==> src/rtl/ram_mp_pkg.sv <==
// ---------------------------------------------------------------------------
// ram_pkg
//   Shared types and helpers for the multi-port RAM (ram_mp) and its write
//   resolver. Holds the controller state encoding, the read-during-write mode
//   selectors and the byte-count helper used by the elaboration checks.
// ---------------------------------------------------------------------------
package ram_pkg;

    // Controller state: CLEAR sweeps the array, RUN serves port requests.
    typedef enum logic {
        RAM_CLEAR = 1'b0,
        RAM_RUN   = 1'b1
    } ram_state_t;

    // READ_MODE selectors for a read that hits a word written on the same edge.
    localparam int RAM_READ_FIRST  = 0;   // return the pre-edge word
    localparam int RAM_WRITE_FIRST = 1;   // return the resolved post-edge word

    // Number of byte lanes in one word.
    function automatic int nbytes(input int word_bits, input int byte_bits);
        return word_bits / byte_bits;
    endfunction

endpackage

==> src/rtl/ram_mp_write_resolve.sv <==
// ---------------------------------------------------------------------------
// ram_write_resolve
//   Combinational arbitration of same-cycle writes from all ports.
//   For every byte lane, when several ports write the same address the lowest
//   port index keeps the lane and the others are masked off. Lanes that do
//   not overlap pass through untouched, so partial writes merge naturally.
// Ports
//   in_write_ena   [NUM_PORTS]            write request per port (already
//                                         qualified by run state and range)
//   in_byte_ena    [NUM_PORTS*NUM_BYTES]  byte lane enables, port-major
//   in_addr        [NUM_PORTS*ADDR_BITS]  address per port, port-major
//   out_lane_mask  [NUM_PORTS*NUM_BYTES]  lanes each port actually writes
//   out_collision  1                      some lane was claimed by >1 port
// ---------------------------------------------------------------------------
module ram_write_resolve
    import ram_pkg::*;
#(
    parameter int NUM_PORTS = 2,
    parameter int ADDR_BITS = 3,
    parameter int NUM_BYTES = 1
) (
    input  logic [NUM_PORTS-1:0]           in_write_ena,
    input  logic [NUM_PORTS*NUM_BYTES-1:0] in_byte_ena,
    input  logic [NUM_PORTS*ADDR_BITS-1:0] in_addr,
    output logic [NUM_PORTS*NUM_BYTES-1:0] out_lane_mask,
    output logic                           out_collision
);

    logic [NUM_PORTS*NUM_BYTES-1:0] w_req;

    // Raw lane requests before arbitration.
    always_comb begin
        w_req = '0;
        for (int p = 0; p < NUM_PORTS; p++) begin
            for (int b = 0; b < NUM_BYTES; b++) begin
                w_req[p*NUM_BYTES + b] = in_write_ena[p] & in_byte_ena[p*NUM_BYTES + b];
            end
        end
    end

    // A lane is dropped if any lower-indexed port claims the same address+lane.
    always_comb begin
        out_lane_mask = w_req;
        out_collision = 1'b0;
        for (int p = 1; p < NUM_PORTS; p++) begin
            for (int b = 0; b < NUM_BYTES; b++) begin
                for (int q = 0; q < p; q++) begin
                    if (w_req[p*NUM_BYTES + b] && w_req[q*NUM_BYTES + b] &&
                        (in_addr[p*ADDR_BITS +: ADDR_BITS] == in_addr[q*ADDR_BITS +: ADDR_BITS])) begin
                        out_lane_mask[p*NUM_BYTES + b] = 1'b0;
                        out_collision                  = 1'b1;
                    end
                end
            end
        end
    end

endmodule

==> src/rtl/ram_mp.sv <==
// ---------------------------------------------------------------------------
// ram_mp
//   Multi-port synchronous RAM with per-byte write enables, lowest-port-wins
//   collision resolution and selectable read-during-write behaviour. After
//   reset, or on in_clear, a sequential engine writes CLEAR_WORD to every word
//   (one per cycle) so the array itself needs no reset and maps onto block RAM.
//
//   Request/result semantics: a read is a one-cycle request (in_read_ena high
//   for one clock, no back-pressure). Exactly one cycle of out_valid answers
//   it, 1 cycle later (OUT_REG=0) or 2 cycles later (OUT_REG=1). While
//   out_busy is high every request is dropped and never answered.
// Ports
//   in_clk, in_rst   clock; asynchronous active-high reset
//   in_clear         pulse in RUN starts a sequential clear
//   out_busy         high while the clear engine owns the array
//   in_read_ena      [NUM_PORTS]            read request per port
//   in_write_ena     [NUM_PORTS]            write request per port
//   in_byte_ena      [NUM_PORTS*NUM_BYTES]  byte lane enables, port-major
//   in_addr          [NUM_PORTS*ADDR_BITS]  address per port, port-major
//   in_data          [NUM_PORTS*WORD_BITS]  write data per port, port-major
//   out_data         [NUM_PORTS*WORD_BITS]  read data, zero when not valid
//   out_valid        [NUM_PORTS]            out_data carries a read result
//   out_collision    1-cycle pulse after overlapping write lanes were resolved
//   out_dbg_state    controller state (0 = CLEAR, 1 = RUN)
// ---------------------------------------------------------------------------
module ram_mp
    import ram_pkg::*;
#(
    parameter int                  NUM_PORTS  = 2,
    parameter int                  ADDR_BITS  = 3,
    parameter int                  WORD_BITS  = 8,
    parameter int                  BYTE_BITS  = 8,
    parameter int                  NUM_WORDS  = 2**ADDR_BITS,
    parameter int                  READ_MODE  = RAM_READ_FIRST,
    parameter int                  OUT_REG    = 0,
    parameter logic [WORD_BITS-1:0] CLEAR_WORD = '0
) (
    input  logic                                                    in_clk,
    input  logic                                                    in_rst,
    input  logic                                                    in_clear,
    output logic                                                    out_busy,
    input  logic [NUM_PORTS-1:0]                                    in_read_ena,
    input  logic [NUM_PORTS-1:0]                                    in_write_ena,
    input  logic [NUM_PORTS*nbytes(WORD_BITS, BYTE_BITS)-1:0]       in_byte_ena,
    input  logic [NUM_PORTS*ADDR_BITS-1:0]                          in_addr,
    input  logic [NUM_PORTS*WORD_BITS-1:0]                          in_data,
    output logic [NUM_PORTS*WORD_BITS-1:0]                          out_data,
    output logic [NUM_PORTS-1:0]                                    out_valid,
    output logic                                                    out_collision,
    output logic                                                    out_dbg_state
);

    localparam int NUM_BYTES = nbytes(WORD_BITS, BYTE_BITS);

    // Elaboration-time parameter sanity.
    if (NUM_BYTES * BYTE_BITS != WORD_BITS) begin : g_bad_word
        $error("ram_mp: WORD_BITS must be a multiple of BYTE_BITS");
    end
    if (NUM_WORDS > 2**ADDR_BITS) begin : g_bad_depth
        $error("ram_mp: NUM_WORDS exceeds the address space");
    end
    if (NUM_PORTS < 1) begin : g_bad_ports
        $error("ram_mp: NUM_PORTS must be at least 1");
    end

    ram_state_t                     r_state, w_state_nxt;
    logic [ADDR_BITS-1:0]           r_cnt, w_cnt_nxt;
    logic                           w_run;
    logic [NUM_PORTS-1:0]           w_in_range;
    logic [NUM_PORTS-1:0]           w_wr_ok;
    logic [NUM_PORTS-1:0]           w_rd_ok;
    logic [NUM_PORTS*NUM_BYTES-1:0] w_lane_mask;
    logic                           w_coll;
    logic [NUM_PORTS*WORD_BITS-1:0] w_rd_word;
    logic [NUM_PORTS-1:0]           r_v1;
    logic [NUM_PORTS*WORD_BITS-1:0] r_d1;
    logic                           r_coll;
    logic [WORD_BITS-1:0]           r_mem [NUM_WORDS];

    // ---------------- controller FSM ----------------
    always_ff @(posedge in_clk or posedge in_rst) begin
        if (in_rst) begin
            r_state <= RAM_CLEAR;
            r_cnt   <= '0;
        end else begin
            r_state <= w_state_nxt;
            r_cnt   <= w_cnt_nxt;
        end
    end

    always_comb begin
        w_state_nxt = r_state;
        w_cnt_nxt   = r_cnt;
        case (r_state)
            RAM_CLEAR: begin
                // in_clear is ignored here; the sweep always runs to the end.
                if (int'(r_cnt) == NUM_WORDS - 1) begin
                    w_state_nxt = RAM_RUN;
                    w_cnt_nxt   = '0;
                end else begin
                    w_cnt_nxt = r_cnt + 1'b1;
                end
            end
            RAM_RUN: begin
                if (in_clear) begin
                    w_state_nxt = RAM_CLEAR;
                    w_cnt_nxt   = '0;
                end
            end
            default: begin
                w_state_nxt = RAM_CLEAR;
                w_cnt_nxt   = '0;
            end
        endcase
    end

    assign w_run         = (r_state == RAM_RUN);
    assign out_busy      = ~w_run;
    assign out_dbg_state = r_state;

    // ---------------- request qualification ----------------
    always_comb begin
        w_in_range = '0;
        w_wr_ok    = '0;
        w_rd_ok    = '0;
        for (int p = 0; p < NUM_PORTS; p++) begin
            w_in_range[p] = (int'(in_addr[p*ADDR_BITS +: ADDR_BITS]) < NUM_WORDS);
            // Out-of-range writes vanish before arbitration, so they can
            // neither collide nor shadow a legal write.
            w_wr_ok[p]    = w_run & in_write_ena[p] & w_in_range[p];
            // Out-of-range reads are still answered (with zero data).
            w_rd_ok[p]    = w_run & in_read_ena[p];
        end
    end

    ram_write_resolve #(
        .NUM_PORTS (NUM_PORTS),
        .ADDR_BITS (ADDR_BITS),
        .NUM_BYTES (NUM_BYTES)
    ) u_resolve (
        .in_write_ena  (w_wr_ok),
        .in_byte_ena   (in_byte_ena),
        .in_addr       (in_addr),
        .out_lane_mask (w_lane_mask),
        .out_collision (w_coll)
    );

    // ---------------- array ----------------
    // No reset on the array: contents are defined by the clear sweep.
    always_ff @(posedge in_clk) begin
        if (!w_run) begin
            r_mem[r_cnt] <= CLEAR_WORD;
        end else begin
            // Resolved lane masks are disjoint per address, so order is irrelevant.
            for (int p = 0; p < NUM_PORTS; p++) begin
                for (int b = 0; b < NUM_BYTES; b++) begin
                    if (w_lane_mask[p*NUM_BYTES + b]) begin
                        r_mem[in_addr[p*ADDR_BITS +: ADDR_BITS]][b*BYTE_BITS +: BYTE_BITS] <=
                            in_data[p*WORD_BITS + b*BYTE_BITS +: BYTE_BITS];
                    end
                end
            end
        end
    end

    // Word presented to each read port. Write-first overlays the lanes that
    // the resolver lets through for this address, giving the merged word.
    always_comb begin
        w_rd_word = '0;
        for (int p = 0; p < NUM_PORTS; p++) begin
            if (w_in_range[p]) begin
                w_rd_word[p*WORD_BITS +: WORD_BITS] = r_mem[in_addr[p*ADDR_BITS +: ADDR_BITS]];
            end
            if (READ_MODE == RAM_WRITE_FIRST) begin
                for (int q = 0; q < NUM_PORTS; q++) begin
                    for (int b = 0; b < NUM_BYTES; b++) begin
                        if (w_lane_mask[q*NUM_BYTES + b] &&
                            (in_addr[q*ADDR_BITS +: ADDR_BITS] == in_addr[p*ADDR_BITS +: ADDR_BITS])) begin
                            w_rd_word[p*WORD_BITS + b*BYTE_BITS +: BYTE_BITS] =
                                in_data[q*WORD_BITS + b*BYTE_BITS +: BYTE_BITS];
                        end
                    end
                end
            end
        end
    end

    // ---------------- read pipeline ----------------
    always_ff @(posedge in_clk or posedge in_rst) begin
        if (in_rst) begin
            r_v1   <= '0;
            r_d1   <= '0;
            r_coll <= 1'b0;
        end else begin
            for (int p = 0; p < NUM_PORTS; p++) begin
                r_v1[p]                        <= w_rd_ok[p];
                r_d1[p*WORD_BITS +: WORD_BITS] <= w_rd_ok[p] ? w_rd_word[p*WORD_BITS +: WORD_BITS]
                                                             : '0;
            end
            r_coll <= w_coll;
        end
    end

    if (OUT_REG != 0) begin : g_out_reg
        logic [NUM_PORTS-1:0]           r_v2;
        logic [NUM_PORTS*WORD_BITS-1:0] r_d2;
        always_ff @(posedge in_clk or posedge in_rst) begin
            if (in_rst) begin
                r_v2 <= '0;
                r_d2 <= '0;
            end else begin
                r_v2 <= r_v1;
                r_d2 <= r_d1;
            end
        end
        assign out_valid = r_v2;
        assign out_data  = r_d2;
    end else begin : g_out_direct
        assign out_valid = r_v1;
        assign out_data  = r_d1;
    end

    assign out_collision = r_coll;

endmodule

==> config.mk <==
export PLATFORM = sky130hd
export DESIGN_NAME = ram_mp
export DESIGN_NICKNAME = d
export VERILOG_FILES = /design/src/rtl/ram_mp_pkg.sv /design/src/rtl/ram_mp_write_resolve.sv /design/src/rtl/ram_mp.sv
export SDC_FILE = /design/constraint.sdc
export NUM_CORES = 1
export LEC_CHECK = 0
export ABC_AREA = 1
export BUFFER_PORTS_ARGS = -buffer_cell sky130_fd_sc_hd__buf_4
export CAP_MARGIN = 40
export CORE_ASPECT_RATIO = 0.6
export CORE_MARGIN = 4
export CORE_UTILIZATION = 60
export CTS_CLUSTER_DIAMETER = 200
export DETAILED_ROUTE_END_ITERATION = 10
export GPL_TIMING_DRIVEN = 0
export PLACE_DENSITY = 0.79
export SLEW_MARGIN = 20
export SYNTH_ARGS = -nofsm -noshare
export SYNTH_HDL_FRONTEND = slang
export SYNTH_SLANG_ARGS = --single-unit
==> constraint.sdc <==
create_clock -name in_clk -period 2.64 [get_ports in_clk]
set_input_delay 0.792 -clock in_clk [delete_from_list [all_inputs] [get_ports in_clk]]
set_output_delay 0.792 -clock in_clk [all_outputs]
set_load 0.1 [all_outputs]
==> flow_metrics.py <==
metrics = {
    "final_layout": {
        "fill_cells": 699,
        "antenna_cells": 0,
        "final_core_util": 0.7128,
        "nets": 781,
        "areaGrowthSynthToFinish_pct": 14.53,
        "final_cell_mix": "nand2_1 (266), nand4_1 (68), o21ai_0 (66)",
        "layout_commonest_cell": "nand2_1",
        "final_layout_size_suffix_gt1_frac": 0.1476,
    },
    "synthesis": {
        "yosys-top-cells-area": "edfxtp_1 (36%), nand2_1 (19%), dfrtp_1 (11%)",
        "synth_cell_type_count": 28,
        "syn_inst": 690,
        "ys.flop_type": "edfxtp_1",
        "synth-seq-cells": 87,
        "yosys.area.top_type": "edfxtp_1",
        "syn_nets": 723,
        "ys_seq_area_frac": 0.4655,
        "yosysWarnings": 0,
        "synth_enable_flop_cells": 64,
        "synth_top_area_share": 0.3582,
        "syn_avg_cell_area_um2": 7.776,
        "async_reset_ff_frac": 0.2644,
        "syn_area_um2": 5365,
    },
    "sta": {
        "setup-tns-final_ns": 0,
        "hold_viol": 0,
        "min_period_over_period": 0.9897,
        "clock_skew_ns": 0.01300,
        "min_period_ns": 2.613,
        "timing.slew.headroom": 0.4244,
        "drv_slew": 0,
        "worstMarginPinSlew_ns": 0.8603,
        "fmax_mhz": 382.7,
        "setup_viol": 0,
        "rsz0062_at_grt": "no",
    },
    "worst_setup_path": {
        "cp_slowest_cell": "o21ai_1",
        "cp-end-kind": "flop",
        "required_ns": 2.70,
        "critPathLaunchType": "input port",
        "arrival_ns": 2.67,
        "crit_fanout": 10,
        "cp.buffers_inverters": 4,
        "cp_top_family": "compound AO/OA/AOI/OAI gates",
        "crit_chain": "buf_4 > inv_1 > clkbuf_1 > o211ai_1 > o21ai_1 > buf_2",
        "path_class": "input port to flop",
        "max_stage_delay_ns": 0.56,
    },
    "drt": {
        "drt_iter0_drc": 1001,
        "ant_nets": 0,
        "drt-vias-per-instance": 6.185,
        "wl_per_cell_um": 20.23,
        "drt_wl_total_um": 17480,
        "vias": 5344,
        "dr.pass1.iters": 6,
        "drc_errors": 0,
    },
    "cts": {
        "clockBufferDepth": 2,
        "clock-sinks": 87,
        "holdBufCountCts": 0,
        "cts_tree": "yes",
        "cts_inserted_buffers": 9,
        "cts-root-buf": "clkbuf_16",
        "h-tree-depth": 3,
        "insertion_delay_ns": 0.35,
        "clk_pin_slew_ns": 0.07,
    },
    "placed_design": {
        "numPortBuffers": 39,
        "gp_congestion": 0.9979,
        "dp.final_hpwl_um": 12980,
    },
    "floorplan": {
        "fp.dieArea_um2": 10570,
        "io_pins": 52,
        "fp-row-count": 26,
        "coreArea_um2": 8621,
        "initial_core_util": 0.6224,
        "die_h_um": 81.25,
        "die_w_um": 130.1,
    },
    "global_routing": {
        "grt_pass1_wl_um": 27000,
        "antenna_found_initial": 0,
        "grt_pass1_vias": 4820,
        "grtUsageTotal": 0.3474,
        "overflow": 0,
        "grt_max_degree": 24,
    },
    "power_and_ir_drop": {
        "leakagePower_nw": 2.830,
        "p_comb_frac": 0.333,
        "switchingPower_mw": 2.095,
        "p_per_area_nw_per_um2": 837.9,
        "p_seq_frac": 0.415,
        "swShare": 0.4068,
        "power_frac_clock": 0.252,
        "p_int_mw": 3.054,
        "max-vdd-ir-drop_v": 0.0004262,
    },
    "flow_run": {
        "cap_violations": 0,
    },
    "run_status": {
        "status": "finished clean",
    },
    "worst_hold_path": {
        "holdCritPathClass": "input port to async pin",
    },
}
[sequential cells by signal (all words and copies together), names as in the netlist]
signal / count
r_mem: 64
out_collision: 1
out_data: 16
r_cnt: 3
out_dbg_state: 1
out_valid: 2
[area by class of cell]
cell class	count	area (µm²)	area share
buffer	51	257.7	0.04195
clock buffer	10	229.0	0.03726
clock inverter	5	66.31	0.01079
inverter	52	197.7	0.03217
multi-input combinational	500	2412	0.3926
sequential	87	2499	0.4066
tap	112	140.1	0.02281
timing repair buffer	47	342.8	0.05579
[worst reg2reg max path, stage by stage, from the launching register on]
cell and delay, ns:
dfrtp_2 0.36, buf_4 0.14, nand3_2 0.16, o21ai_0 0.65, nand2_1 0.16, o21ai_1 0.47
buf_2 0.26
[metrics by stage]
stage	hold slack [ns]	cells	setup WS, ns	power, mW	instance area, µm²
floorplan	0.5086	690	0.1746	3.194	5366
global placement	0.5467	841	-0.5820	3.705	5799
detailed placement	0.5836	848	-0.3602	3.788	5834
CTS	0.5946	863	0.02652	5.054	6130
global route	0.3090	864	0.03634	5.357	6145
finish	0.3129	864	0.02724	5.149	6145
[cell families after synthesis]
logic type,count (synthesis),synth area share
AND/OR/NAND/NOR,393,0.3403
AO/OA/AOI/OAI,104,0.1017
buffers and inverters,103,0.08489
flip-flops,87,0.4655
adder cells (fa/ha/maj),2,0.004663
XOR/XNOR,1,0.003033
[power groups by stage]
stage,combinational [mW],clock (mW),sequential (mW)
after floorplan,0.847,0,2.35
after global placement,1.56,0,2.15
after detailed placement,1.64,0,2.15
after CTS,1.65,1.28,2.12
after global routing,1.84,1.36,2.16
final,1.71,1.30,2.14
[timing repair]
item	CTS	global route
setup buffers	0	0
gates resized for setup	1	2
endpoints found under the setup margin	4	25
[final timing paths]
kind	start	end	slack, ns	cells after the start
hold / removal	in_rst	out_data[2]$_DFF_PP0_	0.31	2
max in group asynchronous	in_rst	out_dbg_state$_DFF_PP0_	1.95	3
setup reg to reg	out_dbg_state$_DFF_PP0_	r_mem[2][1]$_DFFE_PP_	0.16	6
hold reg to reg	r_cnt[1]$_DFFE_PP0P_	r_cnt[1]$_DFFE_PP0P_	0.59	2
min in group in_clk	r_cnt[1]$_DFFE_PP0P_	r_cnt[1]$_DFFE_PP0P_	0.59	2
setup / recovery	in_addr[0]	r_mem[2][1]$_DFFE_PP_	0.03	6
[Yosys cell counts (3+ instances only)]
master,count
a21oi_1,24
buf_1,8
buf_2,14
buf_4,9
clkbuf_1,18
dfrtp_1,23
edfxtp_1,64
inv_1,43
inv_2,6
nand2_1,266
nand3_1,14
nand3_2,3
nand3_4,7
nand4_1,68
nor2_1,28
nor3_4,3
o211ai_1,9
o21ai_0,69
[per-layer routing]
metal	global-route usage	up-vias	share of wire
li1	-	2454	-
met1	0.5181	2418	0.42
met2	0.4586	434	0.38
met3	0.1432	38	0.18
met4	0.09751	0	0.023
met5	0	-	0
No activity file was read; power rests on OpenSTA's default activity.
